`src/rtl/sb_in_feed.sv`:
```
// Feeder for the masked S-box top linear layer: accepts one d-share 32-bit column, then emits it
// as four shared bytes. Defining SB_IN_FEED_REFRESH_EN re-masks the column with rnd on load.
module sb_in_feed #(
  parameter int unsigned d = 2
) (
  input  logic                  clk,
  input  logic                  rst_n,
  input  logic [32*d-1:0]       in_col,
  input  logic                  in_valid,
  output logic                  in_ready,
  input  logic [32*(d-1)-1:0]   rnd,
  output logic [d-1:0]          out_i7,
  output logic [d-1:0]          out_i6,
  output logic [d-1:0]          out_i5,
  output logic [d-1:0]          out_i4,
  output logic [d-1:0]          out_i3,
  output logic [d-1:0]          out_i2,
  output logic [d-1:0]          out_i1,
  output logic [d-1:0]          out_i0,
  output logic [1:0]            out_lane,
  output logic                  out_last,
  output logic                  out_valid,
  input  logic                  out_ready
);

  typedef enum logic {StIdle, StSend} state_e;

  state_e            r_state, w_state_d;
  logic [1:0]        r_lane, w_lane_d;
  logic [32*d-1:0]   r_col, w_col_d, w_load_col;
  logic              w_load;
  logic [d-1:0][7:0] w_byte;

`ifdef SB_IN_FEED_REFRESH_EN
  // Last share absorbs every rnd word so the share-XOR of the column is unchanged.
  logic [31:0] w_rnd_sum;
  always_comb begin
    w_rnd_sum  = '0;
    w_load_col = in_col;
    for (int s = 0; s < int'(d) - 1; s++) begin
      w_rnd_sum                = w_rnd_sum ^ rnd[s*32 +: 32];
      w_load_col[s*32 +: 32]   = in_col[s*32 +: 32] ^ rnd[s*32 +: 32];
    end
    w_load_col[(d-1)*32 +: 32] = in_col[(d-1)*32 +: 32] ^ w_rnd_sum;
  end
`else
  logic w_unused_rnd;
  assign w_unused_rnd = ^rnd;
  assign w_load_col   = in_col;
`endif

  assign out_valid = (r_state == StSend);
  assign out_lane  = r_lane;
  assign out_last  = out_valid & (r_lane == 2'd3);
  assign in_ready  = (r_state == StIdle) | ((r_state == StSend) & (r_lane == 2'd3) & out_ready);
  assign w_load    = in_valid & in_ready;

  always_comb begin
    w_state_d = r_state;
    w_lane_d  = r_lane;
    w_col_d   = r_col;
    if (w_load) begin
      w_state_d = StSend;
      w_lane_d  = 2'd0;
      w_col_d   = w_load_col;
    end else if ((r_state == StSend) && out_ready) begin
      if (r_lane == 2'd3) begin
        w_state_d = StIdle;
        w_lane_d  = 2'd0;
      end else begin
        w_lane_d = r_lane + 2'd1;
      end
    end
  end

  always_ff @(posedge clk) begin
    if (!rst_n) begin
      r_state <= StIdle;
      r_lane  <= 2'd0;
      r_col   <= '0;
    end else begin
      r_state <= w_state_d;
      r_lane  <= w_lane_d;
      r_col   <= w_col_d;
    end
  end

  // Each share is muxed only against itself; outputs read zero while idle.
  always_comb begin
    for (int s = 0; s < int'(d); s++) begin
      w_byte[s] = out_valid ? r_col[s*32 + 8*int'(r_lane) +: 8] : 8'h00;
    end
  end

  for (genvar s = 0; s < int'(d); s++) begin : g_share
    assign out_i0[s] = w_byte[s][0];
    assign out_i1[s] = w_byte[s][1];
    assign out_i2[s] = w_byte[s][2];
    assign out_i3[s] = w_byte[s][3];
    assign out_i4[s] = w_byte[s][4];
    assign out_i5[s] = w_byte[s][5];
    assign out_i6[s] = w_byte[s][6];
    assign out_i7[s] = w_byte[s][7];
  end

endmodule

```
`config.mk`:
```
export PLATFORM = sky130hd
export DESIGN_NAME = sb_in_feed
export DESIGN_NICKNAME = d
export VERILOG_FILES = /design/src/rtl/sb_in_feed.sv
export SDC_FILE = /design/constraint.sdc
export NUM_CORES = 1
export LEC_CHECK = 0
export BUFFER_PORTS_ARGS = -buffer_cell sky130_fd_sc_hd__buf_2
export CORE_MARGIN = 2
export CORE_UTILIZATION = 31
export CTS_CLUSTER_SIZE = 12
export DETAILED_ROUTE_END_ITERATION = 7
export PLACE_DENSITY_LB_ADDON = 0.1
export SYNTH_ARGS = -nofsm -noshare
export SYNTH_HDL_FRONTEND = slang
export SYNTH_SLANG_ARGS = --single-unit
```
`constraint.sdc`:
```
create_clock -name clk -period 1.4 [get_ports clk]
set_input_delay 0.21 -clock clk [delete_from_list [all_inputs] [get_ports clk]]
set_output_delay 0.21 -clock clk [all_outputs]
set_load 0.02 [all_outputs]
```
==> results.toml <==
[sta]
finClkSkew_ns = 0.00575
fin_tns_setup_ns = -21.01
worst_pin_slew_ns = 0.273
fin_ws_ns = -0.455
period_needed_ns = 1.85
maxSlewHeadroom_pct = 81.8
fmax_mhz = 539
rsz0062_at_grt = "true"
drv_slew = 0
hold_violations = 0
layout_worst_path_cycle_share_pct = 132
setup_viol = 83

[layout]
layout_commonest_cell = "nand2_1"
final_cell_mix = "130 x nand2_1, 68 x buf_2, 65 x dfxtp_1, 64 x mux2i_1, 23 x buf_6"
finalNonFillerCells = 576
drive_gt1_share_pct = 39.5
syn_to_final_growth_pct = 40.0
fin_nets = 538
diodes = 0

[detailed_routing]
ant_nets = 0
met3WireLength_um = 345
drt-total-wl_um = 8540
routed_via_density = 4.55
firstDrtPassIters = 6
wl_met2_um = 3870
drt-met1-wl_um = 4120
top_signal_layer_used = "met4"
wire_per_inst_um = 14.8
drt_iter0_markers = 92
remaining_drc_errors = 0
vias = 2618

[global_routing]
grt_overflow = 0
grt_pass1_vias = 2668
gr-usage-all-layers_pct = 15.9
grt_pass1_wl_um = 13700
antenna_found_initial = 0
grt_max_degree = 68

[synth]
ys_ff_latch = 67
synthAdderAreaFrac_pct = 0.385
syn-num-nets = 435
yosysWarnings = 0
synthSimpleGateAreaFrac_pct = 19.2
synth_area_leaders = "dfxtp_1 41%, mux2i_1 20%, nand2_1 15%"
syn_inst = 334
synth_compound_area_share_pct = 0.924
ys_seq_area_share_pct = 41.3
synth_xor_xnor_area_share_pct = 0
synth_top_family_by_area = "multiplexers"
synth.avg_cell_area_um2 = 9.73
yosysTopAreaCell = "dfxtp_1"
syn_area_mm2 = 0.00325
synth.top_cell.area_share_pct = 41.3
synth_mux_area_share_pct = 32.7
ys_types = 21

[die]
die_x_um = 106
start_util_pct = 31.8
ios = 121
rows = 37
die_height_um = 106
core_mm2 = 0.0102
die-area_mm2 = 0.0113

[status]
status = "complete, but fails checks"
violations = "negative setup slack"

[worst_setup_path]
critPathLaunchType = "flop"
cp_max_fo = 6
end_kind = "primary output"
critical_path_required_ns = 1.19
worstSetupPathType = "reg -> out"
cp.arrival_ns = 1.64

[pwr]
peakVddDrop_v = 0.000397
power.leakage_nw = 2.00
p_per_area_mw_per_mm2 = 987

[cts]
htreeDepth = 3
cts_made_buffers = 9
cts_hold_buf = 0
cts_root_buffer = "clkbuf_8"
worstSkewPairLatency_ns = 0.34
cts_tree = "built"
clkTransAtPathRegs_ns = 0.07
clock_sinks = 67
cts_buffer_depth = 2

[placed_design]
hpwlAfterDp_um = 4820
portBuffers = 88
dp_cells = 542
gp_congestion = 0.668

[worst_hold_path]
hp-class = "in -> reg"

[run]
cap_violations = 0
[power breakdown]
| part | switching, mW | total [mW] | leakage (nW) | internal, mW |
|---|---|---|---|---|
| Clock | 0.709 | 1.56 | 0.0950 | 0.846 |
| Combinational | 0.365 | 0.841 | 1.36 | 0.476 |
| Sequential | 0.0681 | 2.09 | 0.552 | 2.03 |
[cells in the mapped netlist]
cell type and instances:
nor3b_1 1, buf_2 8, nand2_1 130, o21a_1 1
nor2b_1 2, buf_8 1, o21ai_0 1, inv_1 1
clkbuf_1 12, nor2_1 1, mux2i_1 65, buf_4 1
a31oi_1 1, mux4_2 2, buf_6 6, ha_1 1
and2_1 17, dfxtp_1 67, a21boi_2 1, mux4_1 14
nand2b_1 1
[repair_timing]
item / in CTS / in global routing
hold endpoints to repair: 0 / 0
setup endpoints to repair: 85 / 85
gates cloned: 7 / 0
pin swaps: 3 / 2
setup buffers: 15 / 4
resized for setup: 79 / 5
[per-stage QoR]
step	hold WS [ns]	util, %	cell area [um^2]	setup slack [ns]	power [mW]
2_1_floorplan	0.334	-	3300	-0.114	2.55
3_3_place_gp	0.440	37.9	3880	-0.203	2.76
3_5_place_dp	0.446	37.9	3880	-0.257	2.77
4_1_cts	0.0873	44.8	4580	-0.475	4.58
5_1_grt	0.101	44.5	4550	-0.510	4.70
6_report	0.105	44.5	4550	-0.455	4.49
[worst max-delay path, stage by stage (launching register included)]
cell,delay [ns]
dfxtp_4,0.37
buf_12,0.13
mux4_2,0.50
and2_4,0.17
buf_6,0.12
[area by class of cell]
| cell class | count | area, um^2 |
|---|---|---|
| tap | 136 | 170 |
| sequential | 67 | 1350 |
| timing repair buffer | 120 | 1100 |
| fill | 1061 | 5680 |
| clock inverter | 3 | 40.0 |
| clock buffer | 11 | 141 |
| multi-input combinational | 238 | 1750 |
| inverter | 1 | 3.75 |
[final timing paths]
kind	startpoint	end	slack, ns	cells after the start
max	out_lane[0]	out_i7[0]	-0.45	4
min	in_col[40]	r_col[40]	0.11	3
max reg2reg	out_lane[0]	r_col[25]	-0.34	9
min reg2reg	r_col[16]	r_col[16]	0.45	2
[metal layers]
metal,vias to the layer above,GRT usage (%)
met5,-,0
met4,0,7.99
met3,14,2.82
met2,55,24.5
met1,1232,21.4
li1,1317,-
[logic make-up after synthesis]
family          Yosys count
mux                      81
simple gates            152
fa+ha+maj                 1
buf+inv                  29
flops                    67
compound gates            4
[flip-flops by register name, indices dropped and copies added (netlist names)]
| name | flops |
|---|---|
| out_lane | 2 |
| out_valid | 1 |
| r_col | 64 |
Power figures use the tool's default switching activity.
